**src/rtl/wb_pkg.sv**
```systemverilog
// Shared types for the writeback arbiter: queued write requests and the
// live-tagged queue entry that lets an ALU write squash a stale load.
package wb_pkg;

   localparam int         XLEN   = 32;
   localparam logic [4:0] REG_X0 = 5'd0;

   typedef struct packed {
      logic [4:0]      rd;
      logic [XLEN-1:0] wd;
   } wb_req_t;

   typedef struct packed {
      logic    live;
      wb_req_t req;
   } wb_entry_t;

endpackage

```
**src/rtl/wb_fifo.sv**
```systemverilog
// Circular LSU result queue with per-entry squash-by-rd and a one-hot OR of
// the destinations still live in the queue.
module wb_fifo
   import wb_pkg::*;
#(
   parameter int DEPTH = 4
) (
   input  logic                   clk,
   input  logic                   rst_n,
   input  logic                   push,
   input  wb_req_t                push_req,
   input  logic                   pop,
   input  logic                   squash,
   input  logic [4:0]             squash_rd,
   output wb_entry_t              head,
   output logic [$clog2(DEPTH):0] count,
   output logic [31:0]            liveMask
);

   localparam int PW = $clog2(DEPTH);
   localparam logic [PW:0] FULL = (PW+1)'(DEPTH);

   wb_entry_t     mem_r [DEPTH];
   logic [PW-1:0] wr_ptr_r;
   logic [PW-1:0] rd_ptr_r;
   logic [PW:0]   count_r;
   logic          push_ok_s;
   logic          pop_ok_s;

   assign push_ok_s = push && (count_r != FULL);
   assign pop_ok_s  = pop && (count_r != {(PW+1){1'b0}});

   // Popped slots drop their live bit so stale data never reaches liveMask.
   always_ff @(posedge clk or negedge rst_n) begin
      if (!rst_n) begin
         for (int i = 0; i < DEPTH; i++) begin
            mem_r[i].live    <= 1'b0;
            mem_r[i].req.rd  <= 5'd0;
            mem_r[i].req.wd  <= {XLEN{1'b0}};
         end
         wr_ptr_r <= {PW{1'b0}};
         rd_ptr_r <= {PW{1'b0}};
         count_r  <= {(PW+1){1'b0}};
      end else begin
         for (int i = 0; i < DEPTH; i++) begin
            if (squash && mem_r[i].live && (mem_r[i].req.rd == squash_rd)) begin
               mem_r[i].live <= 1'b0;
            end else begin
               mem_r[i].live <= mem_r[i].live;
            end
         end
         if (pop_ok_s) begin
            mem_r[rd_ptr_r].live <= 1'b0;
            rd_ptr_r             <= rd_ptr_r + PW'(1);
         end else begin
            rd_ptr_r <= rd_ptr_r;
         end
         if (push_ok_s) begin
            mem_r[wr_ptr_r].live <= 1'b1;
            mem_r[wr_ptr_r].req  <= push_req;
            wr_ptr_r             <= wr_ptr_r + PW'(1);
         end else begin
            wr_ptr_r <= wr_ptr_r;
         end
         case ({push_ok_s, pop_ok_s})
            2'b10:   count_r <= count_r + (PW+1)'(1);
            2'b01:   count_r <= count_r - (PW+1)'(1);
            default: count_r <= count_r;
         endcase
      end
   end

   always_comb begin
      liveMask = 32'd0;
      for (int i = 0; i < DEPTH; i++) begin
         liveMask = liveMask | ({31'd0, mem_r[i].live} << mem_r[i].req.rd);
      end
      liveMask[0] = 1'b0;
   end

   assign head  = mem_r[rd_ptr_r];
   assign count = count_r;

endmodule

```
**src/rtl/wb_arbiter.sv**
```systemverilog
// Writeback arbiter: ALU > queue head > direct LSU, one registered write per
// cycle. Define WB_BYPASS_EN to enable the direct LSU path.
module wb_arbiter #(
   parameter int XLEN  = 32,
   parameter int DEPTH = 4
) (
   input  logic                   clk,
   input  logic                   rst_n,
   input  logic                   aluValid,
   input  logic [4:0]             aluRd,
   input  logic [XLEN-1:0]        aluWd,
   input  logic                   lsuValid,
   output logic                   lsuReady,
   input  logic [4:0]             lsuRd,
   input  logic [XLEN-1:0]        lsuWd,
   output logic                   regWrite,
   output logic [4:0]             rd,
   output logic [XLEN-1:0]        wd,
   output logic [31:0]            pendingMask,
   output logic [$clog2(DEPTH):0] fifoCount
);

   import wb_pkg::*;

   localparam int CW = $clog2(DEPTH) + 1;
   localparam logic [CW-1:0] FULL = CW'(DEPTH);

   logic          alu_wr_s;
   logic          lsu_fire_s;
   logic          lsu_keep_s;
   logic          fifo_empty_s;
   logic          pop_s;
   logic          push_s;
   logic          direct_s;
   wb_req_t       push_req_s;
   wb_entry_t     head_s;
   logic [CW-1:0] count_s;
   logic [31:0]   live_mask_s;

   assign lsuReady = (count_s != FULL);

   // An LSU result colliding with a same-cycle ALU write to the same rd is
   // older, so it is accepted and thrown away rather than queued.
   always_comb begin
      alu_wr_s     = aluValid && (aluRd != REG_X0);
      lsu_fire_s   = lsuValid && lsuReady;
      lsu_keep_s   = lsu_fire_s && (lsuRd != REG_X0) && !(alu_wr_s && (lsuRd == aluRd));
      fifo_empty_s = (count_s == {CW{1'b0}});
      pop_s        = !alu_wr_s && !fifo_empty_s;
`ifdef WB_BYPASS_EN
      direct_s     = lsu_keep_s && !alu_wr_s && fifo_empty_s;
`else
      direct_s     = 1'b0;
`endif
      push_s        = lsu_keep_s && !direct_s;
      push_req_s.rd = lsuRd;
      push_req_s.wd = lsuWd;
   end

   wb_fifo #(.DEPTH(DEPTH)) u_fifo (
      .clk       (clk),
      .rst_n     (rst_n),
      .push      (push_s),
      .push_req  (push_req_s),
      .pop       (pop_s),
      .squash    (alu_wr_s),
      .squash_rd (aluRd),
      .head      (head_s),
      .count     (count_s),
      .liveMask  (live_mask_s)
   );

   // A squashed head is still popped but produces a dead write cycle.
   always_ff @(posedge clk or negedge rst_n) begin
      if (!rst_n) begin
         regWrite <= 1'b0;
         rd       <= 5'd0;
         wd       <= {XLEN{1'b0}};
      end else if (alu_wr_s) begin
         regWrite <= 1'b1;
         rd       <= aluRd;
         wd       <= aluWd;
      end else if (pop_s && head_s.live) begin
         regWrite <= 1'b1;
         rd       <= head_s.req.rd;
         wd       <= head_s.req.wd;
      end else if (direct_s) begin
         regWrite <= 1'b1;
         rd       <= lsuRd;
         wd       <= lsuWd;
      end else begin
         regWrite <= 1'b0;
      end
   end

   assign pendingMask = live_mask_s;
   assign fifoCount   = count_s;

endmodule

```
**config.mk**
```make
export PLATFORM = sky130hd
export DESIGN_NAME = wb_arbiter
export DESIGN_NICKNAME = d
export VERILOG_FILES = /design/src/rtl/wb_pkg.sv /design/src/rtl/wb_fifo.sv /design/src/rtl/wb_arbiter.sv
export SDC_FILE = /design/constraint.sdc
export NUM_CORES = 1
export LEC_CHECK = 0
export ABC_AREA = 1
export CORE_UTILIZATION = 40
export DETAILED_ROUTE_END_ITERATION = 16
export GPL_ROUTABILITY_DRIVEN = 0
export GPL_TIMING_DRIVEN = 0
export PLACE_DENSITY = 0.6
export SLEW_MARGIN = 20
export SYNTH_ARGS = -nofsm -noshare
export SYNTH_HDL_FRONTEND = slang
export SYNTH_HIERARCHICAL = 1
export SYNTH_SLANG_ARGS = --single-unit
```
**constraint.sdc**
```tcl
create_clock -name clk -period 2.2 [get_ports clk]
set_input_delay 0.44 -clock clk [delete_from_list [all_inputs] [get_ports clk]]
set_output_delay 0.44 -clock clk [all_outputs]
set_load 0.1 [all_outputs]
```
* Word level (Yosys, flattened, before mapping)
Cells that the tools add are included.
** Storage, ports and cells
- Register bits :: 197
- Bits of input ports :: 78
** Operators by class
- Add/sub/neg operators :: 4
- Magnitude comparators :: 4
- Equality and inequality tests :: 8
- Shift operators :: 4
- Muxes and demuxes :: 25
- Bitwise gates (word level) :: 5
- Reductions and logical operators :: 28
** Operators with widths (count)
- $bwmux W152 :: 3
- $mux W152 :: 2
- $demux W38 S2 :: 3
- $mux W38 :: 4
- $shl A1 B5 Y32 :: 4
- $or A32 B32 Y32 :: 3
- $bmux W38 S2 :: 1
- $mux W32 :: 2
- $mux W37 :: 1
- $eq A5 B5 Y1 :: 5
- $logic_and A1 B1 Y1 :: 19
- $mux W5 :: 2
- $reduce_bool A5 Y1 :: 2
- $ge A3 B3 Y1 const B :: 2
- $lt A3 B1 Y1 const B :: 2
- $mux W1 :: 6
- $not A2 Y3 :: 2
- $pmux W3 S2 :: 1
- $add A2 B1 Y2 const B :: 2
- $reduce_bool A2 Y1 :: 2
- $add A3 B1 Y3 const B :: 1
- $logic_not A1 Y1 :: 3
- $logic_not A3 Y1 :: 1
- $ne A3 B3 Y1 const B :: 1
- other kinds (4) :: 4

* Depth between registers and ports, before layout
- Depth in word-level cells :: 10
- Depth in mapped cells :: 14

* Modules after synthesis
The synthesis kept the hierarchy.
** Modules (own cells, without submodules)
- wb_fifo :: instances 1, cells an instance 1265, area an instance 8961.1 um^2, seq. area each 3978.8 um^2
- wb_arbiter :: instances 1, cells an instance 295, area an instance 2080.7 um^2, seq. area each 950.9 um^2

* Worst setup path before layout
Ideal clock, no wire load.
- Path kind :: reg-to-reg
- From :: reg u_fifo.count_r[2] (netlist: u_fifo/count[2])
- To :: reg u_fifo.count_r[2] (netlist: u_fifo/count[2])
- Library setup time :: 0.131 ns
- Data arrival time :: 3.538 ns
- Setup slack :: -1.469 ns
- Cell stages (with the launch flop) :: 11
- Clock period less this slack :: 3.669 ns
- Cells stage by stage :: dfrtp_1 nand3_1 nand3_1 nor2_1 nand2_8 ha_1 inv_1 fa_1 a21oi_1 o21ai_0 xor2_1
** Between the ends
- Longest elaborated chain between the ends :: 7
- Elaborated cells on any way between the ends :: 16
- Those cells by class :: add/sub (2); eq/ne (3); mux (1); reduce/logical (10)
** Ends and longest elaborated chain
- from (decl) :: line wb_fifo.sv:26 : logic [PW:0] count_r;
- from (signal assigned) :: line wb_fifo.sv:43 : count_r <= {(PW+1){1'b0}};
- from (signal assigned) :: line wb_fifo.sv:66 : 2'b10: count_r <= count_r + (PW+1)'(1);
- from (signal assigned) :: line wb_fifo.sv:67 : 2'b01: count_r <= count_r - (PW+1)'(1);
- $ne A3 B3 Y1 * :: line wb_arbiter.sv:40 : assign lsuReady = (count_s != FULL);
- net lsuReady :: line wb_arbiter.sv:13 : output logic lsuReady,
- $logic_and A1 B1 Y1 * :: line wb_arbiter.sv:46 : lsu_fire_s = lsuValid && lsuReady;
- $logic_and A1 B1 Y1 * (2 in a row) :: line wb_arbiter.sv:47 : lsu_keep_s = lsu_fire_s && (lsuRd != REG_X0) && !(alu_wr_s && (lsuRd == aluRd));
- net lsu_keep_s :: line wb_arbiter.sv:30 : logic lsu_keep_s;
- $logic_and A1 B1 Y1 * :: line wb_fifo.sv:30 : assign push_ok_s = push && (count_r != FULL);
- $eq A2 B1 Y1 / $eq A2 B2 Y1 (equally long branches) :: line wb_fifo.sv:65 : case ({push_ok_s, pop_ok_s})
- $pmux W3 S2 / $reduce_bool A2 Y1 (equally long branches)
The timed path passes the listed nets; every way through them passes the cells marked *.
A chain may end at the register's enable or synchronous reset.

* Final worst setup path
- From :: reg u_fifo/mem_r[74] (netlist bit)
- To :: out pendingMask[1]
** Between the ends
- Longest elaborated chain between the ends :: 3
** Ends and longest elaborated chain
- from (decl) :: line wb_fifo.sv:23 : wb_entry_t mem_r [DEPTH];
- $shl A1 B5 Y32 :: line wb_fifo.sv:76 : liveMask = liveMask | ({31'd0, mem_r[i].live} << mem_r[i].req.rd);
- $or A32 B32 Y32 (2 in a row) :: line wb_fifo.sv:76
- to (decl) :: line wb_arbiter.sv:19 : output logic [31:0] pendingMask,
No other way between the ends.

==> impl_metrics.py <==
metrics = {
    "synth": {
        "synthDistinctLibCells": 26,
        "synth_ff_type": "dfrtp_1",
        "synth_edf_count": 0,
        "yosysTopAreaCellShare_pct": 44.6,
        "synth_top_area_cell": "dfrtp_1",
        "synth_fp_nets": 1648,
        "yosys_warnings": 6,
        "synth_seq_cells": 197,
        "postSynth.asyncResetShare_pct": 100,
        "syn_inst": 1560,
        "yosysMostFrequentCell": "nand2_1",
        "syn_area_um2": 11000,
        "synth.avg_cell_area_um2": 7.08,
        "seq_area_frac_synth_pct": 44.6,
        "synthTopCellsByArea": "dfrtp_1 (45%), nand2_1 (23%), nand3_1 (7.4%)",
        "synthTopCellsByCount": "nand2_1 (667), dfrtp_1 (197), nand3_1 (163)",
    },
    "critical_path": {
        "slowest_delay_ns": 0.47,
        "cp_cell_sequence": "buf_4 -> nor2_4 -> nand3_1 -> nand4_1 -> buf_8",
        "critical_path.top_delay_family": "simple AND/OR/NAND/NOR gates",
        "cp_data_required_time_ns": 1.76,
        "crit_arrival_ns": 1.84,
        "startpoint_type": "flop",
        "crit_type": "flop to output port",
        "crit_fanout": 7,
        "worst-path-buf-inv": 2,
        "critPathSlowestCell": "dfrtp_2",
        "end_kind": "output port",
    },
    "cts": {
        "cts_buffers": 17,
        "worst_skew_pair.late_latency_ns": 0.45,
        "cts.sinks": 197,
        "cts_buffer_depth": 2,
        "cts_root_buffer": "clkbuf_16",
        "htree_levels": 4,
        "cts.clk_slew.worst_paths_ns": 0.08,
        "cts_tree": "built",
    },
    "detailed_routing": {
        "viasPerCell": 5.43,
        "wire_per_inst_um": 18.9,
        "ant_nets": 0,
        "first_iter_violations": 1274,
        "first_pass_iters": 8,
        "totalWireLength_um": 40400,
        "vias": 11625,
        "drc": 0,
    },
    "timing": {
        "slew_violations": 0,
        "worst_slew_pin_slew_ns": 0.989,
        "final-setup-viol-count": 19,
        "fin_skew_ns": 0.0133,
        "fmax_ghz": 0.439,
        "hold_viol": 0,
        "worst_slack_ns": -0.0799,
        "timing.hold.ws_ns": 0.302,
        "fin_crit_sh_pct": 104,
        "rsz0062_at_grt": "yes",
        "min_period_ns": 2.28,
        "fin_tns_setup_ns": -0.667,
        "slew_headroom_pct": 34.3,
    },
    "die": {
        "die_area_um2": 28300,
        "rows": 60,
        "initial_utilization_pct": 40.9,
        "num_io_pins": 152,
        "die_w_um": 168,
        "coreArea_um2": 27000,
        "die_h_um": 168,
    },
    "run_status": {
        "violations": "setup timing",
        "status": "complete, but fails checks",
    },
    "placed_design": {
        "hpwl_um": 27600,
        "postPlaceCellArea_um2": 13100,
        "pre_cts_slack_ns": -1.41,
        "port_buffers": 150,
    },
    "global_routing": {
        "grt_pass1_vias": 10598,
        "antenna_found_initial": 0,
        "grt_use_total_pct": 28.5,
        "grt_max_degree": 92,
        "grt_pass1_wl_um": 61500,
        "overflow": 0,
    },
    "cells_and_area": {
        "diodes": 0,
        "synthToLayoutAreaGrowth_pct": 35.9,
        "final_area_um2": 15000,
        "layout.nets": 1874,
        "drive_above_1_share_pct": 19.2,
    },
    "pwr": {
        "power_density_nw_per_um2": 1740,
        "leakagePower_nw": 7.47,
        "ir_worst_vdd_v": 0.000601,
    },
    "hold_path": {
        "hold_path_class": "primary input to flop",
    },
    "job": {
        "max-cap-violations": 0,
    },
}
[cells in the final DEF (no fill, tap or decap), types with 4 or more instances in the layout]
| master | instances |
|---|---|
| nand2_1 | 650 |
| dfrtp_1 | 182 |
| nand3_1 | 146 |
| o21ai_0 | 95 |
| nor2_1 | 84 |
| buf_4 | 80 |
| inv_1 | 68 |
| clkdlybuf4s50_1 | 66 |
| nand4_1 | 42 |
| dlygate4sd2_1 | 42 |
| buf_6 | 39 |
| o22ai_1 | 33 |
| nor2_4 | 30 |
| inv_2 | 18 |
| a21oi_1 | 18 |
| nand2_2 | 17 |
| clkbuf_16 | 17 |
| buf_8 | 17 |
| buf_12 | 17 |
| clkbuf_2 | 15 |
| dfrtp_2 | 12 |
| buf_2 | 10 |
| inv_4 | 9 |
| nand3_4 | 9 |
| nand3_2 | 9 |
| clkbuf_1 | 8 |
| ha_1 | 8 |
| clkbuf_4 | 5 |
| clkinv_8 | 5 |
| inv_8 | 4 |
| nor2_8 | 4 |
| nor3_4 | 4 |
[worst min-delay path, cell delays in order]
cell and delay (ns):
buf_6 0.13, nand2_1 0.06, nand3_1 0.07
[registers in the layout, indices dropped and copies added, names as in the netlist]
signal           cells
u_fifo/mem_r       152
wd                  32
rd                   5
u_fifo/count         3
u_fifo/rd_ptr_r      2
u_fifo/wr_ptr_r      2
regWrite             1
[metrics by stage]
stage	total power, W	std cells	utilization [%]
global route	0.0274	2140	55.5
global placement	0.0206	2051	48.3
floorplan	0.0163	1560	-
detailed placement	0.0207	2053	48.5
CTS	0.0250	2110	53.7
finish	0.0261	2140	55.5
[routing by layer]
| layer | up-vias | track usage (%) | wire, um |
|---|---|---|---|
| met2 | 646 | 44.1 | 18000 |
| met4 | 0 | 9.60 | 1360 |
| li1 | 5449 | - | - |
| met5 | - | 0 | 0 |
| met3 | 130 | 5.64 | 3760 |
| met1 | 5400 | 39.8 | 17300 |
[timing repair]
item,in CTS,in global routing
endpoints found under the setup margin,270,72
hold endpoints to repair,26,0
setup buffers,26,30
cloned,1,0
resized for setup,494,89
hold buffers,1,0
pin swaps,24,42
[kinds of logic (layout without fill, tap and decap cells)]
family                   count (synthesis)  after routing  share of synthesized area (%)
XOR/XNOR                                 5              5                          0.397
AND/OR/NAND/NOR                       1001           1001                           37.7
other                                    1              1                         0.0340
adder cells (fa/ha/maj)                 10             10                           1.20
flip-flops                             197            197                           44.6
buffers and inverters                  195            434                           8.79
AO/OA/AOI/OAI                          151            151                           7.23
[power by group]
part,leakage [nW],switching [W],internal (W)
Sequential,2.42,0.00119,0.00536
Combinational,4.75,0.0116,0.00474
Clock,0.291,0.00162,0.00154
Total,7.47,0.0144,0.0116
[path summary, 6_finish.rpt]
check	cells after the start	slack [ns]	end	from
worst max-delay path	5	-0.08	pendingMask[1]	u_fifo/mem_r[74]$_DFFE_PN0P_
worst min-delay path	3	0.30	rd[2]$_DFFE_PN0P_	aluRd[2]
worst max register to register	6	0.09	wd[24]$_DFFE_PN0P_	u_fifo/rd_ptr_r[1]$_DFFE_PN0N_
worst min register to register	2	0.47	u_fifo/mem_r[99]$_DFFE_PN0P_	u_fifo/mem_r[99]$_DFFE_PN0P_
max in group asynchronous	3	0.99	u_fifo/wr_ptr_r[0]$_DFFE_PN0P_	rst_n
min in group asynchronous	2	0.43	regWrite$_DFF_PN0_	rst_n
[area by class of cell]
| type | instances | area [um^2] |
|---|---|---|
| Tap cell | 341 | 427 |
| Inverter | 97 | 398 |
| Clock buffer | 17 | 425 |
| Timing Repair Buffer | 210 | 2220 |
| Buffer | 95 | 752 |
| Fill cell | 2641 | 12000 |
| Clock inverter | 15 | 179 |
| Sequential cell | 197 | 4960 |
| Multi-Input combinational cell | 1168 | 5650 |
Note: power is estimated with default switching activity, not from simulation.
